**src/rtl/nibbler_pkg.sv**
```systemverilog
// Shared definitions for the Nibbler core: opcodes, sequencer
// states and flag bit positions.
package nibbler_pkg;

  localparam logic [3:0] OP_JC  = 4'hA;
  localparam logic [3:0] OP_JNC = 4'hB;
  localparam logic [3:0] OP_JZ  = 4'hC;
  localparam logic [3:0] OP_JNZ = 4'hD;
  localparam logic [3:0] OP_JMP = 4'hE;

  localparam int FLAG_NC = 1;
  localparam int FLAG_NZ = 0;

  typedef enum logic [1:0] {
    FETCH,
    OPERAND,
    EXEC
  } seq_state_t;

  function automatic logic is_jump(logic [3:0] op);
    return (op >= OP_JC) && (op <= OP_JMP);
  endfunction

endpackage

```
**src/rtl/nibbler_branch_cond.sv**
```systemverilog
// Jump condition evaluator: opcode plus active-low flags
// gives a taken decision; non-jump opcodes are never taken.
module nibbler_branch_cond
  import nibbler_pkg::*;
(
  input  logic [3:0] op,
  input  logic [1:0] flags_n,
  output logic       taken
);

  always_comb begin
    taken = 1'b0;
    unique case (1'b1)
      op == OP_JC:  taken = ~flags_n[FLAG_NC];
      op == OP_JNC: taken =  flags_n[FLAG_NC];
      op == OP_JZ:  taken = ~flags_n[FLAG_NZ];
      op == OP_JNZ: taken =  flags_n[FLAG_NZ];
      op == OP_JMP: taken = 1'b1;
      default:      taken = 1'b0;
    endcase
  end

endmodule

```
**src/rtl/nibbler_branch_sequencer.sv**
```systemverilog
// Fetch/operand/execute sequencer: owns the PC, latches the
// instruction byte and resolves conditional jumps.
module nibbler_branch_sequencer
  import nibbler_pkg::*;
#(
  parameter int              PC_W     = 12,
  parameter logic [PC_W-1:0] RESET_PC = '0
) (
  input  logic            clk,
  input  logic            reset,
  input  logic            hold,
  input  logic [7:0]      rom_data,
  input  logic [1:0]      flags_n,
  output logic [PC_W-1:0] rom_addr,
  output logic [7:0]      ir,
  output logic            exec_strobe,
  output logic            branch_taken,
  output logic            is_fetch
);

  seq_state_t      state_q, state_d;
  logic [PC_W-1:0] pc_q, pc_d;
  logic [7:0]      ir_q, ir_d;
  logic [7:0]      lo_q, lo_d;
  logic            taken;
  logic [PC_W-1:0] target;
  logic [PC_W-1:0] pc_inc;

  nibbler_branch_cond u_cond (
    .op      (ir_q[7:4]),
    .flags_n (flags_n),
    .taken   (taken)
  );

  assign target = PC_W'({ir_q[3:0], lo_q});
  assign pc_inc = pc_q + PC_W'(1);

  always_ff @(posedge clk or negedge reset) begin
    if (!reset) begin
      state_q <= FETCH;
      pc_q    <= RESET_PC;
      ir_q    <= 8'h00;
      lo_q    <= 8'h00;
    end else begin
      state_q <= state_d;
      pc_q    <= pc_d;
      ir_q    <= ir_d;
      lo_q    <= lo_d;
    end
  end

  always_comb begin
    state_d      = state_q;
    pc_d         = pc_q;
    ir_d         = ir_q;
    lo_d         = lo_q;
    exec_strobe  = 1'b0;
    branch_taken = 1'b0;
    if (!hold) begin
      unique case (state_q)
        FETCH: begin
          ir_d    = rom_data;
          pc_d    = pc_inc;
          state_d = is_jump(rom_data[7:4]) ? OPERAND : EXEC;
        end
        OPERAND: begin
          lo_d    = rom_data;
          pc_d    = pc_inc;
          state_d = EXEC;
        end
        EXEC: begin
          state_d = FETCH;
          if (is_jump(ir_q[7:4])) begin
            if (taken) begin
              pc_d         = target;
              branch_taken = 1'b1;
            end
          end else begin
            exec_strobe = 1'b1;
          end
        end
        default: state_d = FETCH;
      endcase
    end
  end

  assign rom_addr = pc_q;
  assign ir       = ir_q;
  assign is_fetch = (state_q == FETCH);

endmodule

```
**config.mk**
```make
export PLATFORM = sky130hd
export DESIGN_NAME = nibbler_branch_sequencer
export DESIGN_NICKNAME = d
export VERILOG_FILES = /design/src/rtl/nibbler_pkg.sv /design/src/rtl/nibbler_branch_cond.sv /design/src/rtl/nibbler_branch_sequencer.sv
export SDC_FILE = /design/constraint.sdc
export NUM_CORES = 1
export LEC_CHECK = 0
export CORE_MARGIN = 3
export CORE_UTILIZATION = 25
export DETAILED_ROUTE_END_ITERATION = 12
export PLACE_DENSITY_LB_ADDON = 0.12
export SKIP_LAST_GASP = 1
export SLEW_MARGIN = 25
export SYNTH_ARGS = -nofsm -noshare
export SYNTH_HDL_FRONTEND = slang
export SYNTH_SLANG_ARGS = --single-unit
export TNS_END_PERCENT = 1
```
**constraint.sdc**
```tcl
create_clock -name clk -period 2.43 [get_ports clk]
set_clock_uncertainty 0.2 [all_clocks]
set_input_delay 0.6075 -clock clk [delete_from_list [all_inputs] [get_ports clk]]
set_output_delay 0.6075 -clock clk [all_outputs]
set_load 0.03 [all_outputs]
```
Word level (Yosys, flattened, before mapping)
Index checks and enable logic that the tools add are counted.
W data, S select, Z words.
- add/subtract/negate cells: 1
- magnitude comparators: 4
- divide/modulo/power cells: 0
- bitwise operators: 3
- shifts and indexed selects: 0
- muxes and demuxes: 13
- reduce and logical (&&, ||, !) cells: 8
- $mul: 0
- equal/unequal tests: 9
- operators by type and width (cell ; count):
    $mux W12 ; 2
    $pmux W12 S2 ; 1
    $eq A4 B4 Y1 const B ; 5
    $add A12 B1 Y12 const B ; 1
    $ge A4 B4 Y1 const B ; 2
    $le A4 B4 Y1 const B ; 2
    $mux W1 ; 7
    $pmux W1 S5 ; 1
    $ne A2 B2 Y1 const B ; 2
    $pmux W2 S2 ; 1
    $reduce_and A2 Y1 ; 2
    $reduce_and A4 Y1 ; 1
    $not A1 Y1 ; 3
    $eq A2 B1 Y1 const B ; 1
    $eq A2 B2 Y1 const B ; 1
    $logic_and A1 B1 Y1 ; 2
    $logic_not A2 Y1 ; 1
    $mux W2 ; 1
    $reduce_bool A2 Y1 ; 1
    $reduce_or A2 Y1 ; 1
- register bits after elaboration: 30
- bits in read-only memories: 0
- word-level logic and storage cells: 42
- input port bits: 13
- output and inout port bits: 23
- bits in writable memories: 0
- memories kept: 0
- bits in latches: 0

Logic depth before layout (Yosys ltp)
- depth after elaboration: 6
- depth in mapped cells: 6

Hierarchy
A second synthesis with hierarchy kept.
- cells, all modules: 152
- area total of the unflattened synthesis: 1630.3 µm²
- modules (own cells, without submodules) (module ; cells each ; instances ; area each (µm²) ; seq. area each (µm²)):
    nibbler_branch_sequencer ; 145 ; 1 ; 1580.3 ; 750.7
    nibbler_branch_cond ; 7 ; 1 ; 50.0 ; 0.0

Worst setup path before layout
OpenSTA, ideal clock, no wires.
- kind: reg2out
- start point: reg ir_q[5] (netlist: ir[5])
- end point: out branch_taken
- data arrival time: 1690 ps
- required time: 1622 ps
- slack: -67 ps
- cell stages (with the launch flop): 5
- path through: dfrtp_1 -> nand2b_4 -> a221o_1 -> nand3_1 -> nor3_1
- cells in the longest elaborated chain, start to end: 6
- elaborated cells on any way between the ends: 13
- those cells by class: 2 x order compare; 5 x eq/ne; 5 x mux; 1 x reduce/logical
- ends and longest elaborated chain (element ; line ; text):
    start: declaration ; nibbler_branch_sequencer.sv:23 ; logic [7:0] ir_q, ir_d;
    start signal: assignment ; nibbler_branch_sequencer.sv:47 ; ir_q <= ir_d;
    $eq A4 B4 Y1 (on tied branches) ; -- ;
    $pmux W1 S5 ; nibbler_branch_cond.sv:13 ; unique case (1'b1)
    $mux W1 ; nibbler_branch_sequencer.sv:74 ; if (taken) begin
    $mux W1 (*) ; nibbler_branch_sequencer.sv:73 ; if (is_jump(ir_q[7:4])) begin
    $mux W1 (*) ; nibbler_branch_sequencer.sv:60 ; unique case (state_q)
    $mux W1 (*) ; nibbler_branch_sequencer.sv:59 ; if (!hold) begin
    end: declaration ; nibbler_branch_sequencer.sv:17 ; output logic branch_taken,
Mark *: on every way between the ends. The rest lies on a longest branch, timed or not.

Worst setup path in the final report
- start point: in hold
- end point: out exec_strobe
- cells in the longest elaborated chain, start to end: 1
- ends and longest elaborated chain (element ; line ; text):
    start: declaration ; nibbler_branch_sequencer.sv:11 ; input logic hold,
    $mux W1 ; nibbler_branch_sequencer.sv:59 ;
    end: declaration ; nibbler_branch_sequencer.sv:16 ; output logic exec_strobe,
No other way between the ends.

==> impl_metrics.json <==
{
  "rsz0062_at_grt": "true",
  "crit_type": "in2out",
  "synth_cell_types": 44,
  "synth.most_common_cell": "dfrtp_1",
  "cp_num_buf_inv": 2,
  "clk_pin_slew_ns": 0.06,
  "finalSetupTns_ns": 0,
  "synth_xor_area_share_pct": 0,
  "period_minus_slack_ns": 2.35,
  "fmax_ghz": 0.425,
  "core_region_area_um2": 6170,
  "critical_path_peak_fanout": 6,
  "synth_ff_type": "dfrtp_1",
  "synth_area_um2": 1650,
  "ys_seq_area_share_pct": 45.5,
  "hpwl_mm": 3.17,
  "die_area_um2": 7610,
  "initial_utilization_pct": 26.7,
  "vias": 1432,
  "antenna_found_initial": 0,
  "drt_iter0_drc": 127,
  "power.density_nw_per_um2": 1220,
  "synthMuxAreaShare_pct": 10.8,
  "die_h_um": 87.2,
  "regToRegStartpoint": "ir[5]",
  "fillers": 634,
  "nets": 225,
  "synthTopCellsByCount": "dfrtp_1, a21oi_1, mux2_2",
  "drv_cap": 0,
  "slew_headroom_pct": 72.7,
  "drt-wirelength-per-cell_um": 14.8,
  "postLayoutCoreUtil_pct": 36.1,
  "core.rowCount": 28,
  "syn_inst": 164,
  "die_w_um": 87.2,
  "finalWirelength_mm": 4.24,
  "max_stage_delay_ns": 0.52,
  "yosys_register_bits": 30,
  "synth.top_cell.area_share_pct": 45.5,
  "numPortBuffers": 35,
  "rr_endpoint": "rom_addr[1]",
  "whs_endpoint": "lo_q[2]",
  "root_buffer": "clkbuf_8",
  "holdCritPathClass": "reg2reg",
  "fin_area_um2": 2230,
  "layout-drive-gt1-share_pct": 24.1,
  "placed_cell_area_um2": 2130,
  "cts_buffer_depth": 2,
  "syn-num-nets": 178,
  "min_period_over_period_pct": 96.9,
  "setup_viol": 0,
  "endpoint_kind": "output port",
  "netlist.top_cell.by_area": "dfrtp_1",
  "cp_top_family": "buffers and inverters",
  "synth_edf_count": 0,
  "crit_chain": "clkdlybuf4s50_1 -> nor3_1 -> buf_4",
  "whs_ns": 0.306,
  "clkSinkCount": 30,
  "startpoint_type": "primary input",
  "synth_fa_ha_area_share_pct": 0.759,
  "yosysWarningCount": 0,
  "ant_nets": 0,
  "synthArstFlopShare_pct": 100,
  "drcViolationCount": 0,
  "synth_top_family_by_area": "simple AND/OR/NAND/NOR gates",
  "vdd_ir_drop_max_uv": 411,
  "grt_max_degree": 31,
  "via_per_inst": 4.99,
  "num_io_pins": 36,
  "required_ns": 1.62,
  "synth-compound-area-share_pct": 18.2,
  "antenna_cells": 0,
  "p_leak_nw": 0.925,
  "postSynthAreaPerCell_um2": 10.1,
  "hold_depth": 1,
  "grt_pass1_vias": 1481,
  "cts_tree": "done",
  "synth-simple-area-share_pct": 18.4,
  "overflow": 0,
  "status": "finished, final reports clean",
  "drv_slew": 0,
  "gp_congestion": 0.833,
  "yosys-top-cells-area": "dfrtp_1, mux2_2, a21oi_1, nand3_1, nand2_1",
  "drtPass1Iterations": 4,
  "finalHoldViolCount": 0,
  "postCtsHoldBufs": 0,
  "area_growth_pct": 35.1,
  "reg2regPathDepth": 8,
  "numCtsBuffers": 5,
  "clk_latency_ns": 0.28,
  "tightest_slew_ns": 0.409,
  "r2r_slack_ns": 0.32,
  "cts_htree_levels": 2,
  "hp-start": "lo_q[2]",
  "grtUsageTotal_pct": 12.3,
  "cp.arrival_ns": 1.55,
  "grt_first_pass_wirelength_mm": 7.16,
  "crit_path_top_delay_cell": "clkdlybuf4s50_1"
}
[through the flow]
stage | cells | worst slack (ns) | total power [mW]
2_1_floorplan | 164 | -0.0346 | 1.78
3_3_place_gp | 278 | -0.161 | 2.31
3_5_place_dp | 278 | -0.182 | 2.33
4_1_cts | 287 | 0.00658 | 2.77
5_1_grt | 287 | -0.000696 | 2.93
6_report | 287 | 0.0760 | 2.72
[cell families (layout without fill, tap and decap cells)]
kind of cell / count (synthesis) / count (layout)
buf+inv: 15 / 63
fa+ha+maj: 1 / 1
mux: 16 / 16
simple gates: 56 / 56
flops: 30 / 30
compound gates: 46 / 46
[cells in the final DEF (no fill, tap or decap), types with 2 or more instances in the layout]
master / Yosys / routed
nor2_1: 11 / 11
a221o_1: 2 / 2
a21oi_1: 19 / 19
dfrtp_1: 30 / 30
clkdlybuf4s50_1: 0 / 30
nand3_1: 11 / 11
inv_1: 4 / 4
dlygate4sd2_1: 0 / 2
buf_4: 1 / 17
nor3_1: 3 / 2
nor3_2: 2 / 3
o22ai_1: 3 / 3
nand2b_4: 2 / 2
o21ai_0: 8 / 8
clkbuf_8: 2 / 6
mux2_2: 15 / 15
and2_1: 2 / 2
and3_1: 3 / 3
nand2_1: 13 / 13
o2bb2ai_1: 2 / 2
[what timing repair did]
item	CTS	global route
setup buffers	1	0
pin swaps	1	0
hold endpoints to repair	0	0
setup endpoints to repair	1	2
gates resized for setup	2	1
[per-layer routing]
metal  GRT usage [%]  vias up  wire (um)
li1                -      692          -
met1            15.5      699       1910
met2            19.7       35       2020
met3            4.54        6        249
met4            3.63        0         64
met5               0        -          0
[state kept, by name, summed over array words and instances (netlist names)]
| register | count |
|---|---|
| ir | 8 |
| lo_q | 8 |
| rom_addr | 12 |
| state_q | 2 |
[how the worst max path moves through the flow]
stage                          start            to  slack [ns]  cells after the start
after detailed placement  flags_n[0]  branch_taken       -0.18                      6
after global placement    flags_n[0]  branch_taken       -0.16                      6
final                           hold   exec_strobe        0.08                      3
after global routing            hold   exec_strobe     -0.0007                      3
after floorplan                 hold   exec_strobe       -0.03                      3
after CTS                 state_q[0]      is_fetch       0.007                      2
[layout make-up]
| cell class | instances | area [um^2] | share of cell area, % |
|---|---|---|---|
| multi-input cells | 119 | 800 | 35.9 |
| flip-flops and latches | 30 | 751 | 33.7 |
| repair buffers | 51 | 478 | 21.4 |
| well taps | 75 | 93.8 | 4.21 |
| clock buffers | 7 | 86.3 | 3.87 |
| inverters | 4 | 15.0 | 0.674 |
| clock inverters | 1 | 5.00 | 0.225 |
[power breakdown]
group          switching (mW)  total (mW)  leakage, nW  internal [mW]
Sequential              0.210       0.927        0.354          0.718
Clock                   0.185       0.413       0.0482          0.228
Combinational           0.752        1.38        0.523          0.632
No activity file was read; power rests on OpenSTA's default activity.
==> patch 1, RTL diff (config.mk and constraints unchanged) <==
Reset style: synchronous (`reset`), changed in one clocked block.
--- a/src/rtl/nibbler_branch_sequencer.sv
+++ b/src/rtl/nibbler_branch_sequencer.sv
@@ -36,5 +36,5 @@
   assign pc_inc = pc_q + PC_W'(1);
 
-  always_ff @(posedge clk or negedge reset) begin
+  always_ff @(posedge clk) begin
     if (!reset) begin
       state_q <= FETCH;
Function: differs if reset is asserted again (counterexample within 4 cycles, from zero or initial values and one cycle with reset low); with reset held inactive, the same outputs for 10 cycles.
==> patch 1 against the unedited design <==
- area after synthesis down 9.7%
- routed wire length up 1.7%
- design area down 3.1%
- die area down 9.0%
- setup slack worse by 0.021 ns
- sequential cell count unchanged
- critical endpoint is now branch_taken
Power is not compared: it rests on default switching activity, and its combinational part moved more than twofold at a synthesized area within 25%.
==> patch 1: results (changes against the unedited design) <==
STA
  – Worst-Margin Slew: 0.402 ns (-0.00750 ns)
  – Final hold slack: 0.255 ns (-0.0515 ns)

Min path
  – Worst Hold Path EP: lo_q[1]

Drt
  – Initial detailed-routing violation count: 73 (-43%)
  – Vias: 1493 (+4.3%)
  – Routed wire per std cell: 13.9 µm (-5.8%)
  – DRT Pass-1 Iters: 5 (+1)

Logic synthesis
  – Netlist cell types: 40 (-9.1%)
  – Post-Syn Nets: 198 (+11%)
  – Commonest cells post-synth: nand2_1, dfxtp_1, nor2_1
  – Synth top area cells: dfxtp_1, nand2_1, mux2i_1, a21oi_1, nor2_1

Critical path
  – Critical Path Max Stage Delay: 0.34 ns (-0.18 ns)
  – Reg-to-reg setup timing slack: 0.08 ns (-0.24 ns)
  – R2R Path End: rom_addr[5]
  – Reg2Reg Depth: 10 (+2)
  – RR Startpoint: state_q[1]
  – Crit path from: flags_n[1]
  – CP max stage cell: a221o_2
  – Crit path arrival time: 1.57 ns (+0.02 ns)

Cells and area
  – Signal buffers share of area: 23.7% (+2.3 points)
  – Final net count: 253 (+12%)
  – Fraction of area in multi-input gates: 39.6% (+3.7 points)
  – Multi-input logic area: 855 µm² (+6.9%)
  – Multi-Input Combinational: 142 (+19%)

Global routing
  – GRT Overall Usage: 13.3% (+0.98 points)

Placement
  – Final Wtd Congestion: 0.832 (about the same)
  – Placed inst area: 0.00202 mm² (-5.2%)
  – DP HPWL: 3290 µm (+3.8%)

Die
  – Die area: 0.00692 mm² (-9.0%)

Clocking
  – Post-cts resize count: 3 (+1)

Status
  – Outcome: finished clean
[patch 1: changes by cell type after synthesis, moves of 6 or more]
cell     delta
dfrtp_1    -30
dfxtp_1    +30
mux2_2     -15
mux2i_1     +9
nand2_1    +21
nand3_1     -6
nor2_1     +10
[patch 1: per-layer routing]
metal,vias up,track usage [%],part of all wire (%)
met5,-,0,0
met4,0,3.57,0.58
met3,2,3.17,3.3
met2,23,21.0,47
met1,697,18.0,49
li1,771,-,-
[patch 1: logic make-up after synthesis]
| group | Yosys count | synth area share, % |
|---|---|---|
| multiplexers | 10 | 6.72 |
| flip-flops | 30 | 40.3 |
| adder cells (fa/ha/maj) | 1 | 0.840 |
| AO/OA/AOI/OAI | 46 | 20.0 |
| AND/OR/NAND/NOR | 85 | 28.7 |
| buffers and inverters | 12 | 3.36 |
[patch 1: stage by stage]
step / cells / setup TNS (ns)
after CTS: 310 / -0.196
after global placement: 299 / -1.35
final: 310 / 0
after global routing: 310 / -0.414
after detailed placement: 299 / -1.49
after floorplan: 184 / 0
==> patch 2, RTL diff (same flow settings) <==
Made on the original files. Set the parameter `PC_W` to 24 (it was 12).
--- a/src/rtl/nibbler_branch_sequencer.sv
+++ b/src/rtl/nibbler_branch_sequencer.sv
@@ -4,5 +4,5 @@
   import nibbler_pkg::*;
 #(
-  parameter int              PC_W     = 12,
+  parameter int              PC_W     = 24,
   parameter logic [PC_W-1:0] RESET_PC = '0
 ) (
Ports: changed (resized rom_addr); port bits go from 36 to 48. No check against the original RTL was run, so the function may have changed too.
==> patch 2 against the unedited design <==
- the flow now finishes with violations (negative setup slack)
- count of clock-buffer cells in the layout is 2 lower
- design area grew 42%
- critical endpoint is now branch_taken
- sequential cell count is 12 higher
- critical path type is now reg2out
- area after synthesis up 33%
- final cell count is 39% higher
- setup slack lost 0.083 ns
- die area rose by 31%
- routed wire length up 55%
- sequential share of layout area fell by 0.45 points
- power rose by 28%
==> patch 2: results (changes against the unedited design) <==
Status
  – Outcome: complete, but fails checks
  – Failing checks: negative setup slack

Global routing
  – Met2 Use GR: 22.8% (+3.1 points)
  – Largest net degree at the start of global routing: 24 (-23%)
  – First-pass GRT wire length: 11000 µm (+54%)
  – GRT met3 Usage: 2.57% (-2.0 points)

Cells and area
  – Number of flip-flops in the largest register: 24 (+12)
  – Final net count: 308 (+37%)
  – Fin cells: 400 (+39%)
  – Layout cells sized above 1: 24.1% (about the same)

STA
  – Final setup viols: 1 (+1)
  – Setup WS post-layout: -0.00740 ns (-0.0834 ns)

Critical path
  – Crit Path Category: reg2out
  – Reg2Reg Depth: 11 (+3)
  – Crit path arrival time: 1.63 ns (+0.08 ns)
  – Reg-to-reg setup timing slack: 0.12 ns (-0.20 ns)
  – CP endpoint: branch_taken
  – CP max stage cell: dfrtp_1
  – Critical Path Max Stage Delay: 0.45 ns (-0.07 ns)
  – R2R Path End: rom_addr[9]
  – Worst-path fanout max: 8 (+2)

Placement
  – Pre-CTS setup slack: -0.283 ns (-0.101 ns)
  – Placed instance count: 386 (+39%)
  – Port buffer count: 47 (+34%)
  – Placed inst area: 0.00297 mm² (+39%)

Drt
  – Post-Route M1 WL: 3120 µm (+63%)
  – Routed length on met3: 230 µm (-7.6%)
  – Final wirelength: 6600 µm (+55%)
  – WL met2: 3190 µm (+58%)
  – Initial detailed-routing violation count: 75 (-41%)

Logic synthesis
  – Seq/Total Area, Yosys: 47.8% (+2.3 points)
  – Synth top area cells: dfrtp_1, mux2_2, o21ai_0, nand3_1, nand2_1
  – Mux cell area share after synthesis: 9.11% (-1.7 points)
  – Netlist cell types: 50 (+14%)
  – Post-Syn Nets: 233 (+31%)
  – Syn_area_per_cell: 10.0 µm² (-0.17%)

Clocking
  – Worst-path clk slew: 0.10 ns (+0.04 ns)
  – Worst-Skew Late Latency: 0.30 ns (+0.02 ns)

Power and ir drop
  – Cell internal pwr: 0.00209 W (+32%)
  – VDD IR max: 0.546 mV (+33%)

Min path
  – Hold Path Class: in2async
## patch 2: cell count changes in the layout (fill, tap and decap cells not counted), sizes merged, moves of 4 or more
cell	unedited run	this run
buf	18	36
nand3	11	17
clkdlybuf4s50	30	40
nand4	1	10
nor4	1	5
o21ai	8	24
a21oi	20	11
dfrtp	30	42
a31oi	1	8
a41oi	0	5
## patch 2: layout make-up
type | instances | area [µm²]
clock buffers | 5 | 68.8
clock inverters | 3 | 68.8
fillers | 862 | 5220
inverters | 3 | 11.3
multi-input cells | 162 | 1090
flip-flops and latches | 42 | 1050
well taps | 105 | 131
repair buffers | 80 | 736
## patch 2: worst min path at each step
stage / start / endpoint / slack (ns) / cells past startpoint
CTS: reset / rom_addr[5] / 0.10 / 1
floorplan: reset / ir[0] / 0.11 / 0
global route: reset / rom_addr[15] / 0.13 / 1
finish: reset / rom_addr[14] / 0.09 / 1
detailed placement: lo_q[0] / lo_q[0] / 0.29 / 1
global placement: lo_q[0] / lo_q[0] / 0.29 / 1
## patch 2: metrics by stage
step           util [%]  total power, W   TNS, ns
4_1_cts            37.6         0.00350    -0.122
5_1_grt            37.7         0.00369    -0.554
3_3_place_gp       35.4         0.00275     -2.30
6_report           37.7         0.00348  -0.00740
2_1_floorplan         -         0.00203         0
3_5_place_dp       35.4         0.00275     -2.30
## patch 2: cells by family after synthesis
group                    Yosys count
AO/OA/AOI/OAI                     65
adder cells (fa/ha/maj)            1
buffers and inverters             15
flip-flops                        42
multiplexers                      18
AND/OR/NAND/NOR                   78
## patch 2: repair_timing
action                     4_1_cts  5_1_grt
gates cloned                     0        0
setup buffers                    5        1
resized for setup                6        1
setup endpoints to repair        3       26
pin swaps                        3        1
